`src/rtl/udp_port_dispatch.sv`:
```
// UDP destination-port dispatcher: routes receive payload words to one of NUM_CH
// listener channels via a software port table, grades checksums, counts packets.
module udp_port_dispatch #(
  parameter int NUM_CH = 4,
  parameter int CH_AW  = 2
) (
  input  logic              clk,
  input  logic              rst_n,
  input  logic              cfg_wr,
  input  logic [CH_AW-1:0]  cfg_addr,
  input  logic [15:0]       cfg_port,
  input  logic              cfg_en,
  input  logic [15:0]       rx_dest_port,
  input  logic              rx_op_st,
  input  logic              rx_op,
  input  logic              rx_op_end,
  input  logic [31:0]       rx_data,
  input  logic [15:0]       rx_crc_sum,
  input  logic [15:0]       rx_checksum,
  output logic [NUM_CH-1:0] ch_op_st,
  output logic [NUM_CH-1:0] ch_op,
  output logic [NUM_CH-1:0] ch_op_end,
  output logic [31:0]       ch_data,
  output logic              ch_stat_vld,
  output logic              ch_stat_ok,
  output logic [15:0]       pkt_cnt,
  output logic [15:0]       drop_cnt
);

  typedef enum logic [1:0] {
    IDLE,
    STREAM,
    DROP
  } state_t;

  state_t state, nxt_state;

  logic [15:0]       port_tbl [NUM_CH];
  logic [NUM_CH-1:0] en_tbl;

  logic [CH_AW-1:0]  chan, nxt_chan;
  logic              hit;
  logic [CH_AW-1:0]  hit_idx;

  logic              start;
  logic              csum_good;

  logic              nxt_st, nxt_op, nxt_end, nxt_vld, nxt_ok;
  logic [31:0]       nxt_data;
  logic [CH_AW-1:0]  tgt;
  logic [NUM_CH-1:0] tgt_oh;

  logic              pkt_inc;
  logic [1:0]        drop_inc;
  logic [16:0]       pkt_sum, drop_sum;

  // Addresses beyond NUM_CH simply match no entry, so such writes are ignored.
  always_ff @(posedge clk or negedge rst_n) begin
    if (!rst_n) begin
      for (int i = 0; i < NUM_CH; i++) port_tbl[i] <= '0;
      en_tbl <= '0;
    end else if (cfg_wr) begin
      for (int i = 0; i < NUM_CH; i++) begin
        if (cfg_addr == CH_AW'(i)) begin
          port_tbl[i] <= cfg_port;
          en_tbl[i]   <= cfg_en;
        end
      end
    end
  end

  // Scan from the top down so the lowest matching index is the one left standing.
  always_comb begin
    hit     = 1'b0;
    hit_idx = '0;
    for (int i = NUM_CH - 1; i >= 0; i--) begin
      if (en_tbl[i] && (port_tbl[i] == rx_dest_port)) begin
        hit     = 1'b1;
        hit_idx = CH_AW'(i);
      end
    end
  end

  assign start     = rx_op & rx_op_st;
  assign csum_good = (rx_checksum == 16'h0000) | (rx_crc_sum == 16'hFFFF);

  always_comb begin
    nxt_state = state;
    nxt_chan  = chan;
    nxt_st    = 1'b0;
    nxt_op    = 1'b0;
    nxt_end   = 1'b0;
    nxt_data  = '0;
    nxt_vld   = 1'b0;
    nxt_ok    = 1'b0;
    tgt       = chan;
    pkt_inc   = 1'b0;
    drop_inc  = 2'd0;

    case (state)
      IDLE, DROP: begin
        if (start) begin
          if (hit) begin
            nxt_chan = hit_idx;
            tgt      = hit_idx;
            nxt_st   = 1'b1;
            nxt_op   = 1'b1;
            nxt_data = rx_data;
            if (rx_op_end) begin
              nxt_end   = 1'b1;
              nxt_vld   = 1'b1;
              nxt_ok    = csum_good;
              pkt_inc   = 1'b1;
              nxt_state = IDLE;
            end else begin
              nxt_state = STREAM;
            end
          end else begin
            drop_inc  = 2'd1;
            nxt_state = rx_op_end ? IDLE : DROP;
          end
        end else if (state == DROP && rx_op_end) begin
          nxt_state = IDLE;
        end
      end

      STREAM: begin
        if (start) begin
          // A new start before the old end: close the old packet as bad and drop the new one.
          nxt_end   = 1'b1;
          nxt_vld   = 1'b1;
          nxt_ok    = 1'b0;
          drop_inc  = 2'd2;
          nxt_state = rx_op_end ? IDLE : DROP;
        end else begin
          if (rx_op) begin
            nxt_op   = 1'b1;
            nxt_data = rx_data;
          end
          if (rx_op_end) begin
            nxt_end   = 1'b1;
            nxt_vld   = 1'b1;
            nxt_ok    = csum_good;
            pkt_inc   = 1'b1;
            nxt_state = IDLE;
          end
        end
      end

      default: nxt_state = IDLE;
    endcase
  end

  always_comb begin
    tgt_oh = '0;
    for (int i = 0; i < NUM_CH; i++) tgt_oh[i] = (tgt == CH_AW'(i));
  end

  assign pkt_sum  = {1'b0, pkt_cnt} + {16'b0, pkt_inc};
  assign drop_sum = {1'b0, drop_cnt} + {15'b0, drop_inc};

  always_ff @(posedge clk or negedge rst_n) begin
    if (!rst_n) begin
      state <= IDLE;
      chan  <= '0;
    end else begin
      state <= nxt_state;
      chan  <= nxt_chan;
    end
  end

  // Every channel output is a flop, so forwarding latency is exactly one cycle.
  always_ff @(posedge clk or negedge rst_n) begin
    if (!rst_n) begin
      ch_op_st    <= '0;
      ch_op       <= '0;
      ch_op_end   <= '0;
      ch_data     <= '0;
      ch_stat_vld <= 1'b0;
      ch_stat_ok  <= 1'b0;
      pkt_cnt     <= '0;
      drop_cnt    <= '0;
    end else begin
      ch_op_st    <= nxt_st  ? tgt_oh : '0;
      ch_op       <= nxt_op  ? tgt_oh : '0;
      ch_op_end   <= nxt_end ? tgt_oh : '0;
      ch_data     <= nxt_data;
      ch_stat_vld <= nxt_vld;
      ch_stat_ok  <= nxt_ok;
      pkt_cnt     <= pkt_sum[16]  ? 16'hFFFF : pkt_sum[15:0];
      drop_cnt    <= drop_sum[16] ? 16'hFFFF : drop_sum[15:0];
    end
  end

endmodule

```
`config.mk`:
```
export PLATFORM = sky130hd
export DESIGN_NAME = udp_port_dispatch
export DESIGN_NICKNAME = d
export VERILOG_FILES = /design/src/rtl/udp_port_dispatch.sv
export SDC_FILE = /design/constraint.sdc
export NUM_CORES = 1
export LEC_CHECK = 0
export BUFFER_PORTS_ARGS = -buffer_cell sky130_fd_sc_hd__buf_2
export CAP_MARGIN = 0
export CORE_MARGIN = 2
export CORE_UTILIZATION = 55
export CTS_BUF_LIST = sky130_fd_sc_hd__clkbuf_4
export DETAILED_ROUTE_END_ITERATION = 8
export PLACE_DENSITY = 0.84
export SYNTH_ARGS = -nofsm -noshare
export SYNTH_HDL_FRONTEND = slang
export SYNTH_SLANG_ARGS = --single-unit
```
`constraint.sdc`:
```
create_clock -name clk -period 5.6 [get_ports clk]
set_input_delay 0.28 -clock clk [delete_from_list [all_inputs] [get_ports clk]]
set_output_delay 0.28 -clock clk [all_outputs]
set_load 0.05 [all_outputs]
```
Word-level counts from Yosys, hierarchy flattened
Index checks and enable logic that the tools add are counted.

Add/subtract/negate cells: 2. Eq/ne operators: 15. Muxes and demuxes: 51. Bitwise operators: 2. Reductions and logical operators: 15.

Operator list (number): two-way mux 32 bit (4); == test 16 bit (4); one-hot mux 32 bit (2 select lines) (1); two-way mux 16 bit (2); two-way mux 2 bit (14); two-way mux 1 bit (21); adder 16 x 1 -> 17 bit (1); adder 16 x 2 -> 17 bit (1); == test 16 bit (second input constant) (1); logical NOT 16 bit (1); two-way mux 4 bit (3); == test 2 bit (second input constant) (5); AND reduction 2 bit (5); one-hot mux 1 bit (2 select lines) (4); one-hot mux 2 bit (2 select lines) (2); == test 2 x 1 -> 1 bit (second input constant) (3); logical NOT 2 bit (3); inequality test 3 bit (second input constant) (2); logical AND 1 bit (5); OR reduction 2 bit (1); bitwise AND 1 bit (1); OR 1 bit (1).

Register bits after elaboration: 150. Input bits: 105.

Depth between registers and ports, before layout
Depth in word-level cells: 11. Mapped depth: 15. Mapped depth without buffers: 14.

Least setup slack after synthesis
Ideal clock, no wire load.

Path kind: reg-to-reg. Start point: register port_tbl[3] (netlist name). End point: register pkt_cnt[5]. Setup time: 0.083 ns. Arrival: 3.009 ns. Data required time: 5.517 ns. Path slack: 2.508 ns. Cell stages (with the launch flop): 16. Buffers on the path: 2. Period minus slack after synthesis: 3.092 ns. Cell sequence: dfrtp_1 xor2_1 nor4_1 nand4_1 o22ai_2 o31ai_1 a21oi_1 ha_1 and3_1 and2_1 and3_1 clkbuf_1 and2_1 nand3_1 buf_2 o21ai_0.

Word-level cells in the longest chain between the ends: 11.

Ends and longest elaborated chain: from (decl) (line 38) `logic [15:0] port_tbl [NUM_CH];`; from (signal, indexed assignment) (line 65) `port_tbl[i] <= cfg_port;`; == test 16 bit (line 77) `if (en_tbl[i] && (port_tbl[i] == rx_dest_port)) begin`; logical AND 1 bit (line 77); two-way mux 1 bit (4 in a row) (line 77); two-way mux 1 bit (line 103) `if (hit) begin`; two-way mux 1 bit (line 102) `if (start) begin`; one-hot mux 1 bit (2 select lines) (line 100) `case (state)`; adder 16 x 1 -> 17 bit (line 159) `assign pkt_sum = {1'b0, pkt_cnt} + {16'b0, pkt_inc};`; two-way mux 16 bit (line 190) `pkt_cnt <= pkt_sum[16] ? 16'hFFFF : pkt_sum[15:0];`; to (signal assigned) (line 190); to (decl) (line 26) `output logic [15:0] pkt_cnt,`.

Every way passes these cells. A chain may end at the register's enable or synchronous reset.

Worst setup path after layout
Start point: register port_tbl[34] (netlist name). End point: register pkt_cnt[3].

Word-level cells in the longest chain between the ends: 9.

Ends and longest elaborated chain (line): == test 16 bit (77); logical AND 1 bit (77); two-way mux 1 bit (2 in a row) (77); two-way mux 1 bit (103); two-way mux 1 bit (102); one-hot mux 1 bit (2 select lines) (100); adder 16 x 1 -> 17 bit (159); two-way mux 16 bit (190).

Every way passes these cells.

==> metrics <==
Crit path arrival time 4.35 ns; # DRC 6; setup ws final 1.71 ns; IO Pins 183; failing checks DRC; Post-DP Area 7580 um^2; CP required 6.07 ns; GRT overflow 0; Slew Viols, Final 0; die area 12,800 um^2; most common cell after layout, fill and taps aside buf_2; CTS tree yes; register area share after synthesis 57.5%; Crit path buffers/inverters 0; CP startpoint port_tbl[34]; Pwr Total 2.41 mW; Starting Density 56.7%; slowest CP cell dfrtp_1; master cell of the clock root buffer clkbuf_4; Placer Congestion 0.845; IO Port Bufs 182; Crit Path Class reg2reg; number of enable flip-flop cells after synthesis 0; P_leak 4.29 nW; DR WL/cell 17.7 um; final setup vio count 0; DR pass1 iterations 7; cell area after synthesis 6530 um^2; worst min path class in2reg; VDD IR max 0.277 mV; H-tree depth 4; Synth Area per Inst 12.5 um^2; Routed Antenna Nets 0; clk_skew 0.0219 ns; r2r startpoint port_tbl[34]; Via density 5.39; hpwl dp 11,400 um; max_cap viols 0; CP max FO 13; PwrDens 288 nW/um^2; first-pass GRT wire length 26,600 um; CTS clk-pin slew, worst paths 0.12 ns; crit start category register; crit end category register; pre-CTS worst setup slack 1.62 ns; initial antenna violation count 1; Fmax 257 MHz; Syn Inst Count 522; Slew Limit Headroom 32.2%; count of final hold-check violations 0; routed vias 4,977; Warnings, synthesis 0; # fillers 788; Post-CTS Setup Bufs 0; post-synth net total 632; core area 11,500 um^2; Final Util 72.8%; vias in the first global route 5,256; Num CTS Buffers 17; top_reg_cell synth dfrtp_1; buffers from clock root to sink, at most 2; Die Y-Extent 113 um; CP delay by family, top simple AND/OR/NAND/NOR gates; Area Overhead vs Synth 28.4%; r2r setup slk 1.71 ns; Final Critical Period 3.89 ns; largest net degree at the start of global routing 81; Async SR Flop Fraction 100%; RSZ-0062 raised after global routing false; gr usage total 27.1%; min-delay src cfg_port[1]; DRT iter0 DRCs 447; critical path, cell by cell xor2_1 -> nor4_1 -> nand4_1 -> o22ai_2 -> o31ai_1 -> a21oi_1 -> ha_1 -> and3_1 -> and2_1 -> and3_1 -> and2_1 -> nand3_1 -> o21ai_0; status finished with violations; CP peak stage delay 0.42 ns; part of the cycle the worst path needs 69.4%; share of cells above drive strength 1 37.1%; most frequent cells in the layout buf_2, dfrtp_1, mux2_2; final net count 877; synth unique cells 45; setup TNS 0 ns; Seq cells post-synth 150; site row count 39; Die W 113 um; finished layout cell area 8390 um^2; Worst-Margin Slew 1.01 ns; WL final 16,300 um; worst-skew pair later-pin latency 0.56 ns; clock tree sinks 150
## layer usage
metal	global-route usage, %	vias to the layer above	wire length (um)
li1	-	2304	-
met1	34.6	2485	6710
met2	44.9	156	8280
met3	7.07	32	940
met4	10.6	0	380
met5	0	-	0
## flip-flops by register name, indices dropped and copies added (netlist names)
register and flops:
ch_data 32, drop_cnt 16, pkt_cnt 16, port_tbl 64, ch_op_end 4, ch_op_st 4
en_tbl 4, chan 2, ch_stat_ok 1, state 2, ch_stat_vld 1, ch_op 4
## what timing repair did
item	in CTS	in global routing
resized for setup	0	0
hold buffers	53	0
hold endpoints to repair	175	0
## Yosys cell counts, types with 2 or more instances
master	n	area, um^2
dfrtp_1	150	3750
mux2_2	68	766
xnor2_1	41	359
xor2_1	38	333
and2_1	34	213
nand2_1	29	109
nand3_1	16	80.1
nand4_1	14	87.6
nor3_1	14	70.1
and3_1	13	81.3
nor2_1	13	48.8
nor4_1	13	81.3
inv_1	11	41.3
a21oi_1	10	50.1
clkbuf_1	6	22.5
o21ai_0	6	30.0
nand2b_1	5	31.3
ha_1	4	50.1
a21o_1	3	22.5
and4_1	3	26.3
buf_6	3	33.8
nor2b_1	3	18.8
a31oi_1	2	12.5
nand3b_1	2	15.0
## kinds of logic after synthesis
kind of cell               count (synthesis)  synth area share [%]
AOI/OAI and AO/OA                         32                  3.49
xor gates and xnor gates                  79                  10.6
adders and majority gates                  5                  1.07
buffers and inverters                     22                  1.63
DFF                                      150                  57.5
muxes                                     68                  11.7
and+or+nand+nor                          166                  14.0
## final cells by class
type | count | area (um^2) | area share, %
Sequential cell | 150 | 3750 | 44.7
Multi-Input combinational cell | 350 | 2680 | 31.9
Timing Repair Buffer | 236 | 1460 | 17.3
Tap cell | 143 | 179 | 2.13
Clock buffer | 19 | 143 | 1.70
Clock inverter | 13 | 133 | 1.58
Inverter | 12 | 45.0 | 0.537
Antenna cell | 1 | 2.50 | 0.0298
## metrics by stage
stage / cells / hold slack [ns]
floorplan: 522 / -0.0156
global placement: 838 / 0.361
detailed placement: 838 / 0.377
CTS: 923 / 0.000997
global route: 924 / 0.00213
finish: 924 / 0.0336
## power by group
group | total [mW] | leakage, nW | internal (mW) | switching (mW)
combinational | 0.476 | 2.21 | 0.225 | 0.251
clock | 0.647 | 0.148 | 0.272 | 0.375
sequential | 1.29 | 1.92 | 1.20 | 0.0921
total | 2.41 | 4.29 | 1.69 | 0.718
## path summary, 6_finish.rpt
kind                                end  cells after the start
max                          pkt_cnt[3]                     13
min                        port_tbl[33]                      2
max reg2reg                  pkt_cnt[3]                     13
min reg2reg                   en_tbl[1]                      1
max in group asynchronous  port_tbl[13]                      3
min in group asynchronous  port_tbl[24]                      2
Note: power is estimated with default switching activity, not from simulation.
